**config.mk**
```make
export PLATFORM = sky130hd
export DESIGN_NAME = alu_ctrl_pipe_flat
export DESIGN_NICKNAME = d
export VERILOG_FILES = /design/src/rtl/alu_ctrl_pkg.sv /design/src/rtl/alu_ctrl_pipe_if.sv /design/src/rtl/alu_ctrl_dec.sv /design/src/rtl/alu_ctrl_pipe.sv /design/src/flat_wrapper.sv
export SDC_FILE = /design/constraint.sdc
export NUM_CORES = 1
export LEC_CHECK = 0
export ABC_CLOCK_PERIOD_IN_PS = 3500
export BUFFER_PORTS_ARGS = -buffer_cell sky130_fd_sc_hd__buf_2
export CAP_MARGIN = 20
export CORE_AREA = 2 2 39 41
export CTS_CLUSTER_SIZE = 14
export DETAILED_ROUTE_END_ITERATION = 8
export DIE_AREA = 0 0 41 43
export PLACE_DENSITY_LB_ADDON = 0.25
export SLEW_MARGIN = 10
export SYNTH_ARGS = -nofsm -noshare
export SYNTH_HDL_FRONTEND = slang
export SYNTH_SLANG_ARGS = --single-unit
```
**constraint.sdc**
```tcl
create_clock -name clk_i -period 3.5 [get_ports clk_i]
set_clock_uncertainty 0.15 [all_clocks]
set_input_delay 0.175 -clock clk_i [delete_from_list [all_inputs] [get_ports clk_i]]
set_output_delay 0.175 -clock clk_i [all_outputs]
set_load 0.03 [all_outputs]
```
**src/rtl/alu_ctrl_pkg.sv**
```systemverilog
// Shared encodings for the pipelined ALU control block: ALUOp/funct codes, ALUCtrl codes,
// result-mux selects and the MDU sequencing state type.
package alu_ctrl_pkg;

  localparam logic [2:0] OP_BEQ   = 3'b001;
  localparam logic [2:0] OP_R     = 3'b010;
  localparam logic [2:0] OP_BNE   = 3'b011;
  localparam logic [2:0] OP_ADDI  = 3'b100;
  localparam logic [2:0] OP_ORI   = 3'b101;
  localparam logic [2:0] OP_SLTIU = 3'b110;
  localparam logic [2:0] OP_LUI   = 3'b111;

  localparam logic [5:0] F_SRA  = 6'b000011;
  localparam logic [5:0] F_SRAV = 6'b000111;
  localparam logic [5:0] F_MULT = 6'b011000;
  localparam logic [5:0] F_ADDU = 6'b100001;
  localparam logic [5:0] F_SUBU = 6'b100011;
  localparam logic [5:0] F_AND  = 6'b100100;
  localparam logic [5:0] F_OR   = 6'b100101;
  localparam logic [5:0] F_SLT  = 6'b101010;

  localparam logic [3:0] ALU_AND  = 4'b0000;
  localparam logic [3:0] ALU_OR   = 4'b0001;
  localparam logic [3:0] ALU_ADD  = 4'b0010;
  localparam logic [3:0] ALU_SUB  = 4'b0110;
  localparam logic [3:0] ALU_SLT  = 4'b0111;
  localparam logic [3:0] ALU_SLTU = 4'b1111;

  localparam logic [1:0] FUR_ALU = 2'b00;
  localparam logic [1:0] FUR_SHF = 2'b01;
  localparam logic [1:0] FUR_LUI = 2'b10;
  localparam logic [1:0] FUR_MDU = 2'b11;

  typedef enum logic {ST_IDLE, ST_MDU_WAIT} state_t;

endpackage

```
**src/rtl/alu_ctrl_pipe_if.sv**
```systemverilog
// ID-side request and EX-side control-word bundle of the pipelined ALU control block.
interface alu_ctrl_pipe_if #(
  parameter int FUNCT_W = 6,
  parameter int ALUOP_W = 3,
  parameter int CTRL_W  = 4
);
  logic               valid_i;
  logic               ready_o;
  logic [FUNCT_W-1:0] funct_i;
  logic [ALUOP_W-1:0] ALUOp_i;
  logic               stall_i;
  logic               flush_i;
  logic               mdu_done_i;
  logic               valid_o;
  logic [CTRL_W-1:0]  ALUCtrl_o;
  logic [1:0]         fur_slt_o;
  logic               sra_scr_o;
  logic               be_o;
  logic               illegal_o;
  logic               mdu_start_o;
  logic               mdu_tmo_o;

  modport master (
    output valid_i, funct_i, ALUOp_i, stall_i, flush_i, mdu_done_i,
    input  ready_o, valid_o, ALUCtrl_o, fur_slt_o, sra_scr_o, be_o, illegal_o,
           mdu_start_o, mdu_tmo_o
  );

  modport slave (
    input  valid_i, funct_i, ALUOp_i, stall_i, flush_i, mdu_done_i,
    output ready_o, valid_o, ALUCtrl_o, fur_slt_o, sra_scr_o, be_o, illegal_o,
           mdu_start_o, mdu_tmo_o
  );
endinterface

```
**src/rtl/alu_ctrl_dec.sv**
```systemverilog
// Pure combinational ALUOp/funct decode table. mult is an MDU op only when ALU_CTRL_MDU_EN
// is defined; otherwise it falls through as illegal.
module alu_ctrl_dec
  import alu_ctrl_pkg::*;
#(
  parameter int FUNCT_W = 6,
  parameter int ALUOP_W = 3,
  parameter int CTRL_W  = 4
) (
  input  logic [ALUOP_W-1:0] ALUOp_i,
  input  logic [FUNCT_W-1:0] funct_i,
  output logic [CTRL_W-1:0]  ctrl_o,
  output logic [1:0]         fur_slt_o,
  output logic               sra_scr_o,
  output logic               be_o,
  output logic               illegal_o,
  output logic               is_mdu_o
);
  logic [3:0] code;

  always_comb begin
    code      = ALU_ADD;
    fur_slt_o = FUR_ALU;
    sra_scr_o = 1'b0;
    be_o      = 1'b0;
    illegal_o = 1'b0;
    is_mdu_o  = 1'b0;
    case (ALUOp_i)
      ALUOP_W'(OP_BEQ):   code = ALU_SUB;
      ALUOP_W'(OP_BNE):   begin code = ALU_SUB; be_o = 1'b1; end
      ALUOP_W'(OP_ADDI):  code = ALU_ADD;
      ALUOP_W'(OP_ORI):   code = ALU_OR;
      ALUOP_W'(OP_SLTIU): code = ALU_SLTU;
      ALUOP_W'(OP_LUI):   begin code = ALU_AND; fur_slt_o = FUR_LUI; end
      ALUOP_W'(OP_R): begin
        case (funct_i)
          FUNCT_W'(F_ADDU): code = ALU_ADD;
          FUNCT_W'(F_SUBU): code = ALU_SUB;
          FUNCT_W'(F_AND):  code = ALU_AND;
          FUNCT_W'(F_OR):   code = ALU_OR;
          FUNCT_W'(F_SLT):  code = ALU_SLT;
          FUNCT_W'(F_SRA):  begin code = ALU_AND; fur_slt_o = FUR_SHF; end
          FUNCT_W'(F_SRAV): begin code = ALU_AND; fur_slt_o = FUR_SHF; sra_scr_o = 1'b1; end
          FUNCT_W'(F_MULT): begin
`ifdef ALU_CTRL_MDU_EN
            is_mdu_o  = 1'b1;
`else
            illegal_o = 1'b1;
`endif
          end
          default: illegal_o = 1'b1;
        endcase
      end
      default: illegal_o = 1'b1;
    endcase
  end

  assign ctrl_o = CTRL_W'(code);

endmodule

```
**src/rtl/alu_ctrl_pipe.sv**
```systemverilog
// Registered, handshaked ALU control stage with stall hold, flush and (with ALU_CTRL_MDU_EN
// defined) a start/done MDU sequencer guarded by a saturating timeout counter.
module alu_ctrl_pipe
  import alu_ctrl_pkg::*;
#(
  parameter int FUNCT_W = 6,
  parameter int ALUOP_W = 3,
  parameter int CTRL_W  = 4,
  parameter int MDU_TMO = 32
) (
  input logic            clk_i,
  input logic            rst_i,
  alu_ctrl_pipe_if.slave bus
);
  logic [CTRL_W-1:0] dec_ctrl, ctrl_p1, ctrl_d;
  logic [1:0]        dec_sel, sel_p1, sel_d;
  logic              dec_scr, dec_be, dec_ill, dec_is_mdu;
  logic              scr_p1, scr_d, be_p1, be_d, ill_p1, ill_d;
  logic              vld_p1, vld_d, start_p1, start_d, tmo_q, tmo_d;
  logic              live_q, idle, accept, hold;

  alu_ctrl_dec #(.FUNCT_W(FUNCT_W), .ALUOP_W(ALUOP_W), .CTRL_W(CTRL_W)) u_dec (
    .ALUOp_i   (bus.ALUOp_i),
    .funct_i   (bus.funct_i),
    .ctrl_o    (dec_ctrl),
    .fur_slt_o (dec_sel),
    .sra_scr_o (dec_scr),
    .be_o      (dec_be),
    .illegal_o (dec_ill),
    .is_mdu_o  (dec_is_mdu)
  );

`ifdef ALU_CTRL_MDU_EN
  localparam int CNT_W = $clog2(MDU_TMO);
  state_t           state_q, state_d;
  logic [CNT_W-1:0] cnt_q, cnt_d;

  function automatic logic [CNT_W-1:0] sat_inc(input logic [CNT_W-1:0] c);
    return (&c) ? c : c + CNT_W'(1);
  endfunction

  assign idle = (state_q == ST_IDLE);
`else
  logic unused_cfg;
  assign unused_cfg = bus.mdu_done_i ^ dec_is_mdu ^ (MDU_TMO < 2);
  assign idle       = 1'b1;
`endif

  // live_q keeps ready_o low through reset and for the first cycle after release
  assign bus.ready_o = live_q & idle & ~(vld_p1 & bus.stall_i);
  assign accept      = bus.valid_i & bus.ready_o;
  assign hold        = vld_p1 & bus.stall_i & ~bus.flush_i;

  always_comb begin
    vld_d   = vld_p1;
    ctrl_d  = ctrl_p1;
    sel_d   = sel_p1;
    scr_d   = scr_p1;
    be_d    = be_p1;
    ill_d   = ill_p1;
    start_d = 1'b0;
    tmo_d   = tmo_q;
`ifdef ALU_CTRL_MDU_EN
    state_d = state_q;
    cnt_d   = cnt_q;
    if (bus.flush_i) begin
      state_d = ST_IDLE;
      cnt_d   = '0;
    end
`endif
    if (!hold) begin
      vld_d  = 1'b0;
      ctrl_d = '0;
      sel_d  = FUR_ALU;
      scr_d  = 1'b0;
      be_d   = 1'b0;
      ill_d  = 1'b0;
    end
    if (!hold && !bus.flush_i) begin
`ifdef ALU_CTRL_MDU_EN
      if (state_q == ST_MDU_WAIT) begin
        if (bus.mdu_done_i) begin
          state_d = ST_IDLE;
          cnt_d   = '0;
          vld_d   = 1'b1;
          sel_d   = FUR_MDU;
          ctrl_d  = CTRL_W'(ALU_AND);
        end else if (cnt_q == CNT_W'(MDU_TMO - 1)) begin
          state_d = ST_IDLE;
          cnt_d   = '0;
          vld_d   = 1'b1;
          ill_d   = 1'b1;
          ctrl_d  = CTRL_W'(ALU_ADD);
          tmo_d   = 1'b1;
        end else begin
          cnt_d = sat_inc(cnt_q);
        end
      end else if (accept && dec_is_mdu) begin
        state_d = ST_MDU_WAIT;
        cnt_d   = '0;
        start_d = 1'b1;
      end else
`endif
      if (accept) begin
        vld_d  = 1'b1;
        ctrl_d = dec_ctrl;
        sel_d  = dec_sel;
        scr_d  = dec_scr;
        be_d   = dec_be;
        ill_d  = dec_ill;
      end
    end
  end

  // ---- p1: EX-stage control word register ----
  always_ff @(posedge clk_i) begin
    if (rst_i) begin
      live_q   <= 1'b0;
      vld_p1   <= 1'b0;
      ctrl_p1  <= '0;
      sel_p1   <= '0;
      scr_p1   <= 1'b0;
      be_p1    <= 1'b0;
      ill_p1   <= 1'b0;
      start_p1 <= 1'b0;
      tmo_q    <= 1'b0;
`ifdef ALU_CTRL_MDU_EN
      state_q  <= ST_IDLE;
      cnt_q    <= '0;
`endif
    end else begin
      live_q   <= 1'b1;
      vld_p1   <= vld_d;
      ctrl_p1  <= ctrl_d;
      sel_p1   <= sel_d;
      scr_p1   <= scr_d;
      be_p1    <= be_d;
      ill_p1   <= ill_d;
      start_p1 <= start_d;
      tmo_q    <= tmo_d;
`ifdef ALU_CTRL_MDU_EN
      state_q  <= state_d;
      cnt_q    <= cnt_d;
`endif
    end
  end

  assign bus.valid_o     = vld_p1;
  assign bus.ALUCtrl_o   = ctrl_p1;
  assign bus.fur_slt_o   = sel_p1;
  assign bus.sra_scr_o   = scr_p1;
  assign bus.be_o        = be_p1;
  assign bus.illegal_o   = ill_p1;
  assign bus.mdu_start_o = start_p1;
  assign bus.mdu_tmo_o   = tmo_q;

endmodule

```
**src/flat_wrapper.sv**
```systemverilog
// flat-port wrapper written by rule: the top's interface ports become plain ports
module alu_ctrl_pipe_flat import alu_ctrl_pkg::*;
#(
  parameter int FUNCT_W = 6,
  parameter int ALUOP_W = 3,
  parameter int CTRL_W  = 4,
  parameter int MDU_TMO = 32
)
  (clk_i, rst_i, bus_valid_i, bus_funct_i, bus_ALUOp_i, bus_stall_i, bus_flush_i, bus_mdu_done_i, bus_ready_o, bus_valid_o, bus_ALUCtrl_o, bus_fur_slt_o, bus_sra_scr_o, bus_be_o, bus_illegal_o, bus_mdu_start_o, bus_mdu_tmo_o);
  alu_ctrl_pipe_if #(.FUNCT_W(FUNCT_W), .ALUOP_W(ALUOP_W), .CTRL_W(CTRL_W)) bus_i ();
  input logic clk_i;
  input logic rst_i;
  input wire logic [$bits(bus_i.valid_i)-1:0] bus_valid_i;
  input wire logic [$bits(bus_i.funct_i)-1:0] bus_funct_i;
  input wire logic [$bits(bus_i.ALUOp_i)-1:0] bus_ALUOp_i;
  input wire logic [$bits(bus_i.stall_i)-1:0] bus_stall_i;
  input wire logic [$bits(bus_i.flush_i)-1:0] bus_flush_i;
  input wire logic [$bits(bus_i.mdu_done_i)-1:0] bus_mdu_done_i;
  output wire logic [$bits(bus_i.ready_o)-1:0] bus_ready_o;
  output wire logic [$bits(bus_i.valid_o)-1:0] bus_valid_o;
  output wire logic [$bits(bus_i.ALUCtrl_o)-1:0] bus_ALUCtrl_o;
  output wire logic [$bits(bus_i.fur_slt_o)-1:0] bus_fur_slt_o;
  output wire logic [$bits(bus_i.sra_scr_o)-1:0] bus_sra_scr_o;
  output wire logic [$bits(bus_i.be_o)-1:0] bus_be_o;
  output wire logic [$bits(bus_i.illegal_o)-1:0] bus_illegal_o;
  output wire logic [$bits(bus_i.mdu_start_o)-1:0] bus_mdu_start_o;
  output wire logic [$bits(bus_i.mdu_tmo_o)-1:0] bus_mdu_tmo_o;
  assign bus_i.valid_i = bus_valid_i;
  assign bus_i.funct_i = bus_funct_i;
  assign bus_i.ALUOp_i = bus_ALUOp_i;
  assign bus_i.stall_i = bus_stall_i;
  assign bus_i.flush_i = bus_flush_i;
  assign bus_i.mdu_done_i = bus_mdu_done_i;
  assign bus_ready_o = bus_i.ready_o;
  assign bus_valid_o = bus_i.valid_o;
  assign bus_ALUCtrl_o = bus_i.ALUCtrl_o;
  assign bus_fur_slt_o = bus_i.fur_slt_o;
  assign bus_sra_scr_o = bus_i.sra_scr_o;
  assign bus_be_o = bus_i.be_o;
  assign bus_illegal_o = bus_i.illegal_o;
  assign bus_mdu_start_o = bus_i.mdu_start_o;
  assign bus_mdu_tmo_o = bus_i.mdu_tmo_o;
  alu_ctrl_pipe #(.FUNCT_W(FUNCT_W), .ALUOP_W(ALUOP_W), .CTRL_W(CTRL_W), .MDU_TMO(MDU_TMO)) u_core (.clk_i(clk_i), .rst_i(rst_i), .bus(bus_i));
endmodule
```
==> summary by stage, run 1 <==
STA
The number of max-slew violations in the final report is 0. The minimum period implied by the final worst setup slack is 1.35 ns. The final setup violation count is 0. For this run, the top clock speed supported by timing is 741 MHz.

Setup repair after global routing left no endpoint under its margin. The final critical path takes up 38.6% of the cycle. The number of endpoints with negative hold slack in the final report was 0. The sum of negative setup slack is 0 ns.

Clocking
In this run the number of H-tree levels came out at 1. The clock passes through at most 2 buffers. After clock tree synthesis, the clock-pin slew on the worst setup and hold paths is 0.07 ns. The number of hold-repair buffers added at the cts stage is 0.

TritonCTS built the clock tree. The post-cts gate resize count is 0. The cell sitting at the root of the clock tree is a clkbuf_4. Clock tree synthesis found a total of 11 sinks. The number of clock buffers added by TritonCTS is 3.

The clock reaches the later pin of the worst-skew pair after 0.26 ns. In this run the post-CTS setup repair buffer count came out at 0.

Critical path
The worst reg2reg path depth is 4. The critical path required time is 3.17 ns. The kind of start point of the critical path is a flop.

The buffers plus inverters on the worst setup path is 1. The worst register-to-register path begins at u_core.bus.valid_o$_SDFF_PP0_. The cell family with the largest share of critical-path delay is flip-flops. The reg-to-reg critical path endpoint is u_core.bus.illegal_o$_SDFF_PP0_.

The largest single stage delay on the critical path is 0.32 ns. The cell with the biggest individual delay on the critical path is dfxtp_1. The data arrival time of the critical path is 1.03 ns. The signal on the critical path passes through nand2_1 > and2_1 > buf_2. The register-to-register path setup slack is 2.16 ns. The critical-path maximum fanout is 5. The nature of the critical path endpoint is a primary output. The critical path is of the reg2out type.

Finish
In the final layout, the share of cells above drive strength 1 is 31.3%. The area growth from synthesis to final layout is 24.8%. The library cells used most frequently in the layout, excluding fill and tap cells, are buf_2 (24), dfxtp_1 (11), nand2_1 (10).

The repair_antennas step left the layout with diodes totalling 0. The commonest non-fill, non-tap cell in the layout is buf_2. The final cell area excluding filler cells is 736 sq um. The fill cell instance count of the final layout is 148.

In the final design database the tool counted 112 nets.

Drt
After the first detailed-routing iteration, the DRC count stood at 6. In the routed design, unresolved DRC markers number 0. The total wirelength of the detailed-routed design is 1340 um. The final route contains 591 vias. The first-pass iteration count of the detailed router is 4.

The per-cell routed wire length is 12.0 um. The antenna violation net count after detailed routing is 0. Using the TritonRoute via totals, the vias-per-cell ratio works out to 5.28.

Logic synthesis
The number of synthesized register bits is 11. The synthesized netlist occupies a cell area of 589 sq um. The share of Yosys cell area claimed by the top area cell type is 37.4%. After technology mapping, the gate count stands at 71. The number of different library cells in the post-synthesis netlist is 31. Sorting the synthesized cells by area gives the leading types as dfxtp_1 (37%), nand2_1 (6.4%), a21oi_1 (4.2%), and4bb_2 (4.2%), a21o_1 (3.8%). The biggest area consumer among synthesized cells is dfxtp_1. The sequential fraction of the synthesis area is 37.4%. For this run, the number of Yosys warnings is 0. The average size of a mapped cell is 8.30 sq um.

Global route
The global router's overall resource usage is 17.9%. Entering global routing, the biggest net connects 11 pins. The leftover overflow at the end of global routing is 0.

The number of global-route vias before repair is 499. The wire length of the first global-routing pass is 2140 um. The initial antenna violation count is 0.

Die
The chip width is 41 um. In this run the vertical extent of the chip is 43 um. The area enclosed by the die boundary is 0.00176 sq mm. The total number of placement rows is 14. The initial utilization of the core area, before any placement, comes to 42.6%.

The number of top-level pins is 28. The core footprint is 0.00138 sq mm.

Run
Max-cap violations in this run came to 0.

Pwr
The worst voltage drop across the vdd grid is 188 uV. The power density relative to cell area is 348 mW/mm^2. Summed over all cells, the static leakage comes to 0.000339 uW.

The total power consumption of the routed design is 256 uW.

Worst hold path
The min-delay analysis places its worst path in the category in2reg. The beginning of the worst hold path is rst_i. The worst hold path terminates at u_core.live_q$_DFF_P_.

The worst hold path passes through 2 cells.

Placed design
Routability-driven placement finished with a final weighted congestion of 0.725. Summed over all nets, the half-perimeter wirelength after detailed placement is 990 um. Port buffering added 24 buffers. The total cell area at the placement stage is 709 sq um.

Status
The flow ran to the end, and the final reports show no timing, DRC or antenna violations.
## cell type report
| cell class | count | area (sq um) | area share, % |
|---|---|---|---|
| flip-flops and latches | 11 | 220 | 29.9 |
| well taps | 16 | 20.0 | 2.72 |
| clock buffers | 4 | 26.3 | 3.57 |
| multi-input cells | 55 | 342 | 46.4 |
| inverters | 2 | 7.51 | 1.02 |
| repair buffers | 24 | 120 | 16.3 |
## through the flow
stage | util (%) | hold slack (ns) | std cells | setup WS (ns)
after floorplan | - | 0.158 | 72 | 2.13
after global placement | 51.3 | 0.287 | 108 | 2.18
after detailed placement | 51.3 | 0.291 | 108 | 2.18
after CTS | 53.2 | 0.0210 | 112 | 2.15
after global routing | 53.2 | 0.0329 | 112 | 2.06
final | 53.2 | 0.0253 | 112 | 2.15
## layer usage
layer  wire (um)  GRT usage [%]
met1         624           22.7
met2         634           26.3
met5           0              0
met4           9           8.00
met3          75           6.28
## flip-flops by register name, indices dropped and copies added (netlist names)
name and cells:
u_core.bus.illegal_o 1, u_core.bus.fur_slt_o 2, u_core.live_q 1, u_core.bus.valid_o 1, u_core.bus.ALUCtrl_o 4, u_core.bus.be_o 1
u_core.bus.sra_scr_o 1
## power breakdown
part           internal [uW]  leakage, uW  switching [uW]  total, uW
clock                   44.1    0.0000150            43.4       87.4
sequential               127    0.0000892           0.926        128
combinational           15.5     0.000235            25.4       40.9
## cell families after synthesis
logic type      synth area share, %
compound gates                 19.1
flops                          37.4
other cells                   0.636
xor+xnor                       2.97
buf+inv                        5.31
simple gates                   34.6
## cells in the mapped netlist
cell,count
o211ai_1,1
nand2_1,10
and4bb_1,1
a21o_1,3
a22oi_1,1
dfxtp_1,11
nor3_1,2
o21ai_1,3
conb_1,1
nand4b_1,2
nor2b_2,1
and2_1,2
nor2_1,5
a21oi_1,5
clkbuf_1,1
nand2b_1,1
nor4bb_1,1
and4bb_2,2
nor4_1,1
buf_4,2
xor2_1,2
and3b_1,1
inv_1,2
and3_1,1
a32oi_1,1
nand3_1,2
o2111ai_1,1
buf_2,1
or4_1,1
nand4_1,1
a22o_1,2
## worst max-delay path by stage
stage	end	slack, ns	cells past startpoint	startpoint
global placement	u_core.bus.illegal_o$_SDFF_PP0_	2.18	5	bus_flush_i
floorplan	u_core.bus.illegal_o$_SDFF_PP0_	2.13	4	u_core.bus.valid_o$_SDFF_PP0_
global route	u_core.bus.illegal_o$_SDFF_PP0_	2.06	4	u_core.bus.valid_o$_SDFF_PP0_
detailed placement	u_core.bus.illegal_o$_SDFF_PP0_	2.18	5	bus_flush_i
CTS	bus_ready_o	2.15	3	u_core.bus.valid_o$_SDFF_PP0_
finish	bus_ready_o	2.15	3	u_core.bus.valid_o$_SDFF_PP0_
(Power assumes the default switching activity.)
==> run 2: changes to the inputs <==
Settings changed: ABC_CLOCK_PERIOD_IN_PS 3500 to 1300, CORE_AREA 2 2 39 41 to unset, CORE_MARGIN set to 2, CORE_UTILIZATION set to 43, DIE_AREA 0 0 41 43 to unset.
Clock period 3.5 ns to 1.3 ns, I/O delays scaled along.
==> run 2 against run 1 <==
Design area rose by 9.0%. Combinational power grew to 3.1 times the previous value. Sequential cell count is the same. Routed wire length rose by 16%. The run now ends with hold timing left. Critical path depth rose by 1. Non-clock buffer count is 5 higher. Highest routed layer unchanged. Via count up 8.0%. Worst hold slack got worse by 0.044 ns. Die area decreased by 4.6%.
==> summary by stage, run 2 (same netlist as run 1, synthesis figures left out) <==
Clocking
The clock reaches the later pin of the worst-skew pair after 0.26 ns. After clock tree synthesis, the clock-pin slew on the worst setup and hold paths is 0.08 ns. The clock tree from TritonCTS is done. The buffer cell driving the clock tree root is clkbuf_4. The number of buffers added for setup after CTS is 0. Counting along the longest clock path gives a buffer depth of 2. The depth of the CTS H-tree is 1. The clock sink count is 11.

The number of clock buffers inserted by TritonCTS is 3.

Critical path
The type of the setup path with the least slack is reg2reg. The critical-path maximum fanout is 5. STA classifies the critical path startpoint as a flop. In this run the worst setup path terminates at u_core.bus.illegal_o$_SDFF_PP0_. The reg-to-reg startpoint is u_core.bus.valid_o$_SDFF_PP0_. Measured in cells, the most critical reg-to-reg path has a length of 4.

The data arrival time of the critical path is 1.31 ns. STA classifies the critical path endpoint as a flop. The launching element of the worst setup path is u_core.bus.valid_o$_SDFF_PP0_. The register-to-register path setup slack is 0.05 ns. The critical path required time is 1.36 ns. The endpoint identified for the worst register-to-register timing path is u_core.bus.illegal_o$_SDFF_PP0_.

Die
The overall die height is 41.0 um. The number of top-level pins is 28. The core footprint is 0.00128 sq mm.

The area enclosed by the die boundary is 0.00168 sq mm. Once the floorplan was initialized, standard cells occupied 45.9% of the core. After floorplanning, the core was divided into 13 placement rows. Measured along the x axis, the die boundary spans 41.0 um.

Global route
The first global-routing pass estimated 2440 um of wire. Summed over all layers, the global routing overflow is 0. The pin count of the biggest net entering global routing is 10. The global router's overall resource usage is 22.5%.

The number of global-route vias before repair was 563. The initial antenna violation count came to 0.

Finish
The area growth from synthesis to final layout is 36.1%. The antenna diode count is 0. The post-route core utilization is 62.4%. The commonest non-fill, non-tap cell in the layout is buf_2. With fillers left out, the area of the finished cells amounts to 802 sq um. The number of nets in the final layout is 117. The layout has 123 filler cells. The layout cell share with drive strength beyond 1 is 35.6%. The register with the most flip-flops in the layout has 4 of them. The top cell types in the final layout, fill and taps aside, are buf_2 (24), dfxtp_1 (10), nand2_1 (9).

Run
Max-cap violations in this run came to 0.

Status
The flow ran to the end, but the final reports show violations. The final reports fail on hold timing.

Pwr
The power density relative to cell area is 885 mW/mm^2. The leakage power is 0.000373 uW. The total power consumption of the routed design is 710 uW. The worst voltage drop across the vdd grid is 494 uV.

Placed design
The total cell area at the placement stage is 719 sq um. OpenSTA, run right after detailed placement, puts the worst setup slack at 0.0211 ns. The placer congestion estimate is 0.732. Once detailed placement completed, the half-perimeter wirelength came to 1020 um. During placement, the flow inserted port buffers numbering 24.

Drt
After detailed routing, the average wire length per cell comes to 13.5 um. After detailed routing, the total wire length is 1560 um. The total DRC errors in the routed layout is 0. The first detailed-routing pass ran for 4 iterations.

The detailed router placed 638 vias in this run. The detailed-route vias per instance is 5.50. The number of DRC markers after the initial detailed-route iteration is 5. The antenna violation net count after detailed routing is 0.

Worst hold path
The worst hold path was traced through 3 stages. The tightest min-delay check is of the in2reg type.

STA
The final critical-path share of the clock period is 96.2%. Hold timing on the final database bottoms out at a slack of -0.0185 ns. The final setup violation count is 0. The number of endpoints with negative hold slack in the final report is 3. For this run, the top clock speed supported by timing is 800 MHz.

The number of max-slew violations in the final report was 0. The final critical-path setup slack is 0.0496 ns. The minimum period implied by the final worst setup slack is 1.25 ns.
## run 2: final cells by class
class / instances / area [sq um] / share of cell area (%)
clock buffers: 4 / 26.3 / 3.28
inverters: 2 / 7.51 / 0.936
multi-input cells: 55 / 360 / 44.9
flip-flops and latches: 11 / 221 / 27.6
well taps: 15 / 18.8 / 2.34
repair buffers: 29 / 168 / 20.9
## run 2: per-layer routing
metal | vias to the layer above | track usage, % | routed length [um]
met5 | - | 0 | 0
met4 | 0 | 7.50 | 10
met3 | 2 | 6.52 | 63
met2 | 18 | 38.3 | 823
met1 | 302 | 26.5 | 666
li1 | 316 | - | -
## run 2: worst max-delay path, stage by stage (launching register included)
cell and delay (ns):
dfxtp_2 0.34, nand2_4 0.08, nand3_2 0.09, or4_4 0.42, o21ai_1 0.12
## run 2: worst min-delay path by stage
stage	from	endpoint	slack [ns]
2_1_floorplan	bus_funct_i[2]	u_core.bus.sra_scr_o$_SDFF_PP0_	0.05
5_1_grt	rst_i	u_core.bus.illegal_o$_SDFF_PP0_	0.01
3_5_place_dp	rst_i	u_core.live_q$_DFF_P_	0.20
4_1_cts	bus_ALUOp_i[2]	u_core.bus.be_o$_SDFF_PP0_	0.003
6_report	rst_i	u_core.bus.illegal_o$_SDFF_PP0_	-0.02
3_3_place_gp	rst_i	u_core.live_q$_DFF_P_	0.20
## run 2: metrics by stage
stage / setup TNS, ns / std cells
finish: 0 / 116
global route: -0.00545 / 116
CTS: 0 / 117
detailed placement: 0 / 108
global placement: 0 / 108
floorplan: 0 / 72
## run 2: where the power goes
group	leakage (uW)	switching (uW)	internal [uW]
sequential	0.0000897	3.51	342
clock	0.0000150	120	119
combinational	0.000268	75.0	50.9
## run 2: what timing repair did
item,in CTS,in global routing
setup endpoints to repair,0,4
hold buffers,5,0
gates resized for setup,0,4
hold endpoints to repair,8,0
